==> src/rtl/rgb_hue_fader.sv <==
// Hue-cycling RGB LED driver: a prescaled ramp walks six hue sectors, either
// as solid colours or as a smooth fade, rendered through a shared PWM counter.
module rgb_hue_fader #(
  parameter int PWM_BITS      = 8,
  parameter int STEP_INTERVAL = 7812,
  parameter int ACTIVE_LOW    = 1
) (
  input  logic       clk,
  input  logic       rst_n,
  input  logic       enable,
  input  logic       mode,
  output logic       RGB_R,
  output logic       RGB_G,
  output logic       RGB_B,
  output logic [2:0] sector
);

  localparam int                PRE_W    = (STEP_INTERVAL > 1) ? $clog2(STEP_INTERVAL) : 1;
  localparam logic [PRE_W-1:0]  PRE_LAST = PRE_W'(STEP_INTERVAL - 1);
  localparam logic [PWM_BITS-1:0] MAX    = '1;
  localparam logic              OFF      = (ACTIVE_LOW != 0);

  localparam logic [2:0] SEC_RED     = 3'd0;
  localparam logic [2:0] SEC_YELLOW  = 3'd1;
  localparam logic [2:0] SEC_GREEN   = 3'd2;
  localparam logic [2:0] SEC_CYAN    = 3'd3;
  localparam logic [2:0] SEC_BLUE    = 3'd4;
  localparam logic [2:0] SEC_MAGENTA = 3'd5;

  logic [PRE_W-1:0]              prescaler_q, prescaler_d;
  logic [PWM_BITS-1:0]           ramp_q, ramp_d;
  logic [PWM_BITS-1:0]           pwm_q, pwm_d;
  logic [2:0]                    sector_q, sector_d;
  logic [2:0][PWM_BITS-1:0]      duty_q, duty_d, duty_src;
  logic [2:0]                    rgb_q, rgb_d;
  logic                          tick;
  logic [PWM_BITS-1:0]           ramp_inv;

  always_comb begin
    tick        = enable && (prescaler_q == PRE_LAST);
    prescaler_d = prescaler_q;
    ramp_d      = ramp_q;
    sector_d    = sector_q;
    if (enable) begin
      prescaler_d = tick ? '0 : prescaler_q + 1'b1;
    end
    if (tick) begin
      ramp_d = ramp_q + 1'b1;
      if (ramp_q == MAX) begin
        sector_d = (sector_q == SEC_MAGENTA) ? SEC_RED : sector_q + 3'd1;
      end
    end
    pwm_d = pwm_q + 1'b1;
  end

  // Duty triples indexed {B,G,R}; index 0 is red.
  always_comb begin
    ramp_inv = MAX - ramp_q;
    duty_src = '0;
    if (mode) begin
      case (sector_q)
        SEC_RED:     begin duty_src[0] = MAX;      duty_src[1] = ramp_q;   duty_src[2] = '0;       end
        SEC_YELLOW:  begin duty_src[0] = ramp_inv; duty_src[1] = MAX;      duty_src[2] = '0;       end
        SEC_GREEN:   begin duty_src[0] = '0;       duty_src[1] = MAX;      duty_src[2] = ramp_q;   end
        SEC_CYAN:    begin duty_src[0] = '0;       duty_src[1] = ramp_inv; duty_src[2] = MAX;      end
        SEC_BLUE:    begin duty_src[0] = ramp_q;   duty_src[1] = '0;       duty_src[2] = MAX;      end
        SEC_MAGENTA: begin duty_src[0] = MAX;      duty_src[1] = '0;       duty_src[2] = ramp_inv; end
        default:     duty_src = '0;
      endcase
    end else begin
      case (sector_q)
        SEC_RED:     begin duty_src[0] = MAX; duty_src[1] = '0;  duty_src[2] = '0;  end
        SEC_YELLOW:  begin duty_src[0] = MAX; duty_src[1] = MAX; duty_src[2] = '0;  end
        SEC_GREEN:   begin duty_src[0] = '0;  duty_src[1] = MAX; duty_src[2] = '0;  end
        SEC_CYAN:    begin duty_src[0] = '0;  duty_src[1] = MAX; duty_src[2] = MAX; end
        SEC_BLUE:    begin duty_src[0] = '0;  duty_src[1] = '0;  duty_src[2] = MAX; end
        SEC_MAGENTA: begin duty_src[0] = MAX; duty_src[1] = '0;  duty_src[2] = MAX; end
        default:     duty_src = '0;
      endcase
    end
    // Duties only move at the period boundary so no period is ever split.
    duty_d = (pwm_q == MAX) ? duty_src : duty_q;
  end

  generate
    for (genvar gi = 0; gi < 3; gi++) begin : g_chan
      always_comb begin
        rgb_d[gi] = ((duty_q[gi] > pwm_q) || (duty_q[gi] == MAX)) ^ OFF;
      end
    end
  endgenerate

  always_ff @(posedge clk or negedge rst_n) begin
    if (!rst_n) begin
      prescaler_q <= '0;
      ramp_q      <= '0;
      pwm_q       <= '0;
      sector_q    <= SEC_RED;
      duty_q      <= '0;
      rgb_q       <= {3{OFF}};
    end else begin
      prescaler_q <= prescaler_d;
      ramp_q      <= ramp_d;
      pwm_q       <= pwm_d;
      sector_q    <= sector_d;
      duty_q      <= duty_d;
      rgb_q       <= rgb_d;
    end
  end

  assign RGB_R  = rgb_q[0];
  assign RGB_G  = rgb_q[1];
  assign RGB_B  = rgb_q[2];
  assign sector = sector_q;

endmodule

==> config.mk <==
export PLATFORM = sky130hd
export DESIGN_NAME = rgb_hue_fader
export DESIGN_NICKNAME = d
export VERILOG_FILES = /design/src/rtl/rgb_hue_fader.sv
export SDC_FILE = /design/constraint.sdc
export NUM_CORES = 1
export LEC_CHECK = 0
export ABC_CLOCK_PERIOD_IN_PS = 2000
export CAP_MARGIN = 20
export CORE_MARGIN = 2
export CORE_UTILIZATION = 55
export CTS_CLUSTER_DIAMETER = 100
export DETAILED_ROUTE_END_ITERATION = 10
export HOLD_SLACK_MARGIN = 0.02
export MAX_ROUTING_LAYER = met4
export PLACE_DENSITY = 0.72
export SLEW_MARGIN = 20
export SYNTH_ARGS = -nofsm -noshare
export SYNTH_HDL_FRONTEND = slang
export SYNTH_SLANG_ARGS = --single-unit
export TNS_END_PERCENT = 1
==> constraint.sdc <==
create_clock -name clk -period 2 [get_ports clk]
set_input_delay 0.4 -clock clk [delete_from_list [all_inputs] [get_ports clk]]
set_output_delay 0.4 -clock clk [all_outputs]
set_load 0.03 [all_outputs]
# Yosys cells after proc, flatten, opt, wreduce, memory -nomap -nowiden

Index checks and enable logic that the tools add are counted.

Add/sub/neg operators: 5
Muxes and demuxes: 5
Bitwise operators: 3
Reduce and logical (&&, ||, !) cells: 6
Equal/unequal tests: 11
Order comparisons: 3

Operators with widths:

| operator                                                         | number |
|---|---|
| 24-bit one-hot mux with 6 select lines                           | 2 |
| 8-bit == test (second input constant)                            | 5 |
| 8-bit greater-than comparator                                    | 3 |
| 24-bit 2-to-1 mux                                                | 1 |
| 8-bit by 1-bit adder with 8-bit output (second input constant)   | 2 |
| 13-bit by 1-bit adder with 13-bit output (second input constant) | 1 |
| 13-bit == test (second input constant)                           | 1 |
| 13-bit 2-to-1 mux                                                | 1 |
| 8-bit subtractor (first input constant)                          | 1 |
| 3-bit by 2-bit == test with 1-bit output (second input constant) | 2 |
| 3-bit == test (second input constant)                            | 2 |
| 3-bit by 1-bit adder with 3-bit output (second input constant)   | 1 |
| 3-bit by 1-bit == test with 1-bit output (second input constant) | 1 |
| 3-bit logical NOT                                                | 1 |
| 1-bit logical OR                                                 | 3 |
| 3-bit 2-to-1 mux                                                 | 1 |
| 1-bit NOT                                                        | 3 |
| 2-bit AND reduction                                              | 1 |
| 1-bit logical AND                                                | 1 |

Input bits: 4
Logic and storage cells: 41
Register bits: 59

# Longest topological paths before layout

Gate-level depths: netlist (run 1).

Word-level depth: 3
Mapped depth: 9

# Worst setup path after synthesis (run 1)

No wires, ideal clock.

Path type: reg-to-reg
From: reg sector_q[0] (netlist: sector[0])
To: reg duty_q[8] (netlist bit)
Setup slack: -173 ps
Arrival time: 2,086 ps
Path buffers: 3
Data required time: 1,913 ps
Period minus slack after synthesis: 2,173 ps
Stages on the path, launching flop included: 10
Cell sequence: dfrtp_1 -> clkbuf_1 -> clkbuf_1 -> and2_1 -> ha_1 -> clkbuf_1 -> inv_1 -> o22ai_1 -> nand2_1 -> a22oi_1

Word-level cells in the longest chain between the ends: 3
Elaborated cells between the ends (all ways): 9

RTL lines:

| what                                                             | line   | text |
|---|---|---|
| from (decl)                                                      | 33     | `logic [2:0] sector_q, sector_d;` |
| from (signal assigned)                                           | 105    | `sector_q <= sector_d;` |
| 3-bit == test (tied with other cells)                            | 61, 71 |  |
| 24-bit one-hot mux with 6 select lines, on equally long branches | 71, 61 |  |
| 24-bit 2-to-1 mux (*)                                            | 60     | `if (mode) begin` |
| to (signal assigned)                                             | 106    | `duty_q <= duty_d;` |
| to (decl)                                                        | 34     | `logic [2:0][PWM_BITS-1:0] duty_q, duty_d, duty_src;` |

Mark *: on every way between the ends. The rest lies on a longest branch, timed or not.
A chain may end at the register's enable or synchronous reset.

# Worst setup path in the final report (run 1)

From: reg sector_q[2] (netlist: sector[2])
To: out sector[2]

RTL lines:

| what      | line | text |
|---|---|---|
| to (decl) | 15   | `output logic [2:0] sector` |

No word-level cell between the ends.

==> impl_metrics.json, run 1 <==
{
  "fin_skew_ps": 7.58,
  "drive_gt1_frac": 0.124,
  "hold_viol": 0,
  "ys_seq_elements": 59,
  "ios": 10,
  "pwr_density_cell_nw_per_um2": 700,
  "clock.fmax_ghz": 0.518,
  "fin_ws_ps": 70.6,
  "first_iter_violations": 101,
  "yosysUniqueCellTypes": 36,
  "finalSetupTns_ps": 0,
  "num-nets-final": 421,
  "regToRegStartpoint": "prescaler_q[4]$_DFFE_PN0P_",
  "drt_pass1_iterations": 5,
  "layout_commonest_cell": "dfrtp_1",
  "htreeDepth": 3,
  "fp.dieH_um": 82.2,
  "hold_class": "in -> async",
  "cp.arrival_ps": 1530,
  "relSlewSlack": 0.681,
  "multi_input_area_sq_um": 1770,
  "cp-start-kind": "flip-flop",
  "syn_area_per_cell_sq_um": 9.40,
  "setup_viol": 0,
  "start_util": 0.568,
  "grt_antenna_before_repair": 0,
  "cts_tree": "done",
  "drv_cap": 0,
  "synth_area_leaders": "dfrtp_1 (42%), ha_1 (10%), nand2_1 (5.0%)",
  "path_cells": "clkdlybuf4s50_1",
  "core_sq_um": 5920,
  "cts.sinks": 59,
  "cts_root_buffer": "clkbuf_8",
  "ff_latch_area_sq_um": 1480,
  "cts_buffer_depth": 2,
  "num_antenna_cells": 0,
  "status": "finished, final reports clean",
  "track_usage": 0.240,
  "port_buffers": 9,
  "yosysSeqAreaShare": 0.440,
  "pre_cts_slack_ps": -19.3,
  "dp_hpwl_um": 4970,
  "via_per_inst": 5.86,
  "grt_pass1_vias": 2525,
  "cp_slowest_cell": "clkdlybuf4s50_1",
  "cts_setup_buffers": 0,
  "die_area_sq_um": 6760,
  "syn_area_sq_um": 3370,
  "final_util": 0.661,
  "report.final.slew_viol_count": 0,
  "path_class": "reg -> out",
  "final_cell_mix": "dfrtp_1 (55), nand2_1 (45), ha_1 (28)",
  "num_vias": 2748,
  "synth_warnings": 0,
  "rows": 28,
  "synth_top_area_share": 0.416,
  "crit_buf_inv": 1,
  "r2r-end": "sector[2]$_DFFE_PN0P_",
  "grt-ovfl-total": 0,
  "r2r_setup_slack_ps": 100,
  "area.growth.synth_to_final_pct": 16.2,
  "cpLargestDelayFamily": "buffers and inverters",
  "report.power.total_mw": 2.74,
  "p_leak_nw": 1.79,
  "drc": 0,
  "path_clk_slew_ps": 70,
  "cp.required_ps": 1600,
  "syn_inst": 358,
  "max-vdd-ir-drop_mv": 0.511,
  "finalCritPeriodShare": 0.965,
  "n_fill_cell": 464,
  "routedWlPerCell_um": 15.0,
  "yosys.area.top_type": "dfrtp_1",
  "routed_wirelength_um": 7060,
  "cts_buffers": 9,
  "die_w_um": 82.2,
  "crit_fanout": 7,
  "clock_latency_ps": 340,
  "period_needed_ps": 1930,
  "gp_congestion": 0.812,
  "critPathLaunch": "sector[2]$_DFFE_PN0P_",
  "ant_nets": 0,
  "grt_max_degree": 60,
  "rsz0062_at_grt": "no",
  "grt_pass1_wl_um": 11700,
  "cpPeakStageDelay_ps": 720,
  "worst_setup_path_end_kind": "output port",
  "synth.net_count": 390,
  "worstMarginPinSlew_ps": 476,
  "reg2reg_depth": 4
}
stage by stage:
stage	hold WS, ps	instance area [sq um]	cells
floorplan	104	3370	358
global placement	426	3690	453
detailed placement	430	3690	453
CTS	50.4	3900	469
global route	72.0	3910	469
finish	35.8	3910	469
layer usage:
| layer | GRT usage | wire length [um] | vias up | share of wire |
|---|---|---|---|---|
| met1 | 0.316 | 3360 | 1309 | 0.48 |
| met4 | 0.120 | 133 | 0 | 0.019 |
| met3 | 0.0435 | 302 | 12 | 0.043 |
| met2 | 0.356 | 3260 | 73 | 0.46 |
| li1 | - | - | 1354 | - |
| met5 | - | 0 | - | 0 |
state kept, by name, summed over array words and instances, names as in the netlist:
signal and cells:
prescaler_q 13, duty_q 24, pwm_q 8, ramp_q 8
rgb_q 3, sector 3
worst max-delay path by stage:
stage	endpoint	cells after the start
floorplan	sector[2]$_DFFE_PN0P_	4
global placement	ramp_q[1]$_DFFE_PN0P_	5
detailed placement	sector[2]$_DFFE_PN0P_	5
CTS	RGB_B	1
global route	sector[2]$_DFFE_PN0P_	4
finish	sector[2]	1
report_power, final:
group	internal [mW]	leakage [nW]	switching (mW)	total [mW]
registers	1.26	0.661	0.0418	1.30
logic	0.134	1.02	0.135	0.269
clock network	0.713	0.110	0.459	1.17
what timing repair did:
action | in CTS | in global routing
gates cloned | 0 | 0
hold buffers | 0 | 0
endpoints found under the setup margin | 1 | 11
gates resized for setup | 1 | 3
logic make-up (layout without fill, tap and decap cells):
family,after synthesis,after routing,share of synthesized area
buffers and inverters,32,68,0.0368
flip-flops,59,59,0.440
AND/OR/NAND/NOR,135,135,0.201
adder cells (fa/ha/maj),28,28,0.104
AO/OA/AOI/OAI,75,75,0.140
multiplexers,4,4,0.0134
XOR/XNOR,25,25,0.0651
area by class of cell:
class,instances,area share
multi-input combinational,267,0.452
sequential,59,0.379
timing repair buffer,34,0.0732
clock buffer,15,0.0476
tap,75,0.0240
inverter,18,0.0173
clock inverter,1,0.00768
cell usage after synthesis, drive strengths merged:
master,number
nor3b,1
and2,10
nand2b,1
buf,2
o221ai,8
nand2,45
a211oi,3
or4,1
nand3,10
nor3,14
dfrtp,56
and3,7
nor2,23
xor2,7
a21o,4
o22ai,10
inv,18
nand4,16
a221oi,8
or4b,2
nor4,3
o21ai,19
nand3b,1
and4,1
clkbuf,12
a21oi,21
xnor2,18
ha,28
mux2,4
o21a,1
a22oi,1
dfstp,3
No activity file was read; power rests on OpenSTA's default activity.
==> inputs of run 2 (changes only) <==
- CAP_MARGIN: 20 -> 30
==> results of run 2 <==
Same layout as run 1: the final DEF is identical, and so are final timing and power.
==> inputs of run 3 (changes only) <==
- ABC_CLOCK_PERIOD_IN_PS: 2000 -> 1750
- CORE_UTILIZATION: 55 -> 40
- PLACE_DENSITY: 0.72 -> 0.55
- clock period: 2 -> 1.75 ns (I/O delays scaled with it)
==> impl_metrics.json, run 3 (synthesis gave the netlist of run 1 again) <==
{
  "status": "complete, but fails checks",
  "violations": "negative setup slack",
  "worstMarginPinSlew_ps": 525,
  "dp_hpwl_um": 5340,
  "clock.fmax_ghz": 0.528,
  "place_inst": 495,
  "area.growth.synth_to_final_pct": 20.5,
  "routed_wirelength_um": 7470,
  "cts_buffer_depth": 2,
  "fp.dieH_um": 95.7,
  "via_per_inst": 5.28,
  "period_needed_ps": 1890,
  "r2r_setup_slack_ps": -140,
  "top_regs": "duty_q x24, prescaler_q x13",
  "path_clk_slew_ps": 70,
  "regToRegStartpoint": "prescaler_q[5]$_DFFE_PN0P_",
  "max-vdd-ir-drop_mv": 0.728,
  "cp.arrival_ps": 2120,
  "r2r-end": "sector[2]$_DFFE_PN0P_",
  "hold_class": "reg -> reg",
  "worst_setup_path_end_kind": "flip-flop",
  "setup_viol": 12,
  "finalCritPeriodShare": 1.08,
  "hold_path_depth": 1,
  "num_antenna_cells": 0,
  "path_class": "reg -> reg",
  "relSlewSlack": 0.649,
  "cts_root_buffer": "clkbuf_8",
  "pre_cts_slack_ps": -211,
  "largest_register_ffs": 24,
  "hold_path_end": "prescaler_q[11]$_DFFE_PN0P_",
  "grt_max_degree": 60,
  "gp_congestion": 0.805,
  "crit_fanout": 4,
  "rows": 33,
  "drive_gt1_frac": 0.174,
  "grt-ovfl-total": 0,
  "fin_ws_ps": -143,
  "pwr-share-comb": 0.123,
  "p_sw_frac": 0.251,
  "reg2reg_depth": 4,
  "internal_power_mw": 2.32,
  "regMostFlops": "duty_q",
  "ant_nets": 0,
  "power.share.clock": 0.401,
  "fin_skew_ps": 9.09,
  "routedWlPerCell_um": 14.5,
  "grt_pass1_wl_um": 12900,
  "clock_latency_ps": 340,
  "num-nets-final": 436,
  "grt_pass1_vias": 2667,
  "rsz0062_at_grt": "yes",
  "core_sq_um": 8180,
  "p_switching_mw": 0.777,
  "pwr_density_cell_nw_per_um2": 764,
  "drc": 0,
  "cts.sinks": 59,
  "start_util": 0.412,
  "port_buffers": 9,
  "hold_start": "prescaler_q[11]$_DFFE_PN0P_",
  "cp-start-kind": "flip-flop",
  "cts_buffers": 9,
  "die_w_um": 95.7,
  "final_cell_mix": "dfrtp_1 (56), nand2_1 (45), buf_4 (40)",
  "p_seq_frac": 0.476,
  "layout_commonest_cell": "dfrtp_1",
  "drt_pass1_iterations": 4,
  "report.final.slew_viol_count": 0,
  "first_iter_violations": 295,
  "num_vias": 2712,
  "cts_tree": "done",
  "htreeDepth": 3,
  "grt_antenna_before_repair": 0,
  "hold_viol": 0,
  "fin_cells": 514,
  "track_usage": 0.189,
  "cp.required_ps": 1970,
  "die_area_sq_um": 9160,
  "ios": 10,
  "drv_cap": 0,
  "p_leak_nw": 1.86
}
run 3: cell count changes in the layout (fill, tap and decap cells not counted), moves of 2 or more:
cell,change
buf_4,+16
clkdlybuf4s50_1,-4
clkbuf_8,-3
clkinv_2,+3
dlygate4sd2_1,+3
mux2_4,+3
and3_1,-2
mux2_1,-2
run 3: routing by layer:
| layer | global-route usage | wire [um] | vias to the layer above |
|---|---|---|---|
| met1 | 0.250 | 3610 | 1294 |
| met3 | 0.0493 | 203 | 4 |
| met2 | 0.291 | 3610 | 31 |
| met5 | - | 0 | - |
| met4 | 0.0464 | 46 | 0 |
| li1 | - | - | 1383 |
run 3: worst max path at each step:
stage	from	to	cells past startpoint	slack [ps]
after floorplan	prescaler_q[8]$_DFFE_PN0P_	sector[2]$_DFFE_PN0P_	4	-230
after global placement	enable	ramp_q[1]$_DFFE_PN0P_	5	-210
after detailed placement	enable	ramp_q[1]$_DFFE_PN0P_	5	-210
after CTS	prescaler_q[5]$_DFFE_PN0P_	sector[2]$_DFFE_PN0P_	4	-150
after global routing	prescaler_q[5]$_DFFE_PN0P_	sector[2]$_DFFE_PN0P_	4	-220
final	prescaler_q[5]$_DFFE_PN0P_	sector[2]$_DFFE_PN0P_	4	-140
run 3: power groups by stage:
stage / clock, mW / sequential (mW) / combinational (mW)
2_1_floorplan: 0 / 1.53 / 0.131
3_3_place_gp: 0 / 1.50 / 0.356
3_5_place_dp: 0 / 1.50 / 0.370
4_1_cts: 1.29 / 1.47 / 0.389
5_1_grt: 1.35 / 1.48 / 0.428
6_report: 1.24 / 1.47 / 0.382
run 3: final cells by class:
cell class                      count  area (sq um)
Multi-Input combinational cell    267          1790
Timing Repair Buffer               49           390
Sequential cell                    59          1480
Clock buffer                       11           141
Tap cell                          105           131
Clock inverter                      5          52.6
Fill cell                         772          4120
Inverter                           18          67.6
run 3: critical path, cell delays in order, from the launching register on:
cell and delay (ps):
dfrtp_1 380, or4b_4 560, nor4_4 310, and3_4 240
mux2_4 290
run 3: metrics by stage:
step	hold slack [ps]	setup TNS, ps	instance area, sq um	power (mW)	utilization
finish	491	-936	4060	3.10	0.496
global route	507	-2170	4060	3.25	0.496
CTS	491	-1010	4050	3.15	0.495
detailed placement	386	-2700	3820	1.87	0.468
global placement	387	-2390	3820	1.85	0.468
floorplan	54.4	-2160	3380	1.66	-
run 3: what timing repair did:
| item | 4_1_cts | 5_1_grt |
|---|---|---|
| hold buffers | 1 | 0 |
| hold endpoints to repair | 37 | 0 |
| setup buffers | 2 | 0 |
| pin swaps | 4 | 1 |
| setup endpoints to repair | 18 | 15 |
| gates resized for setup | 7 | 3 |
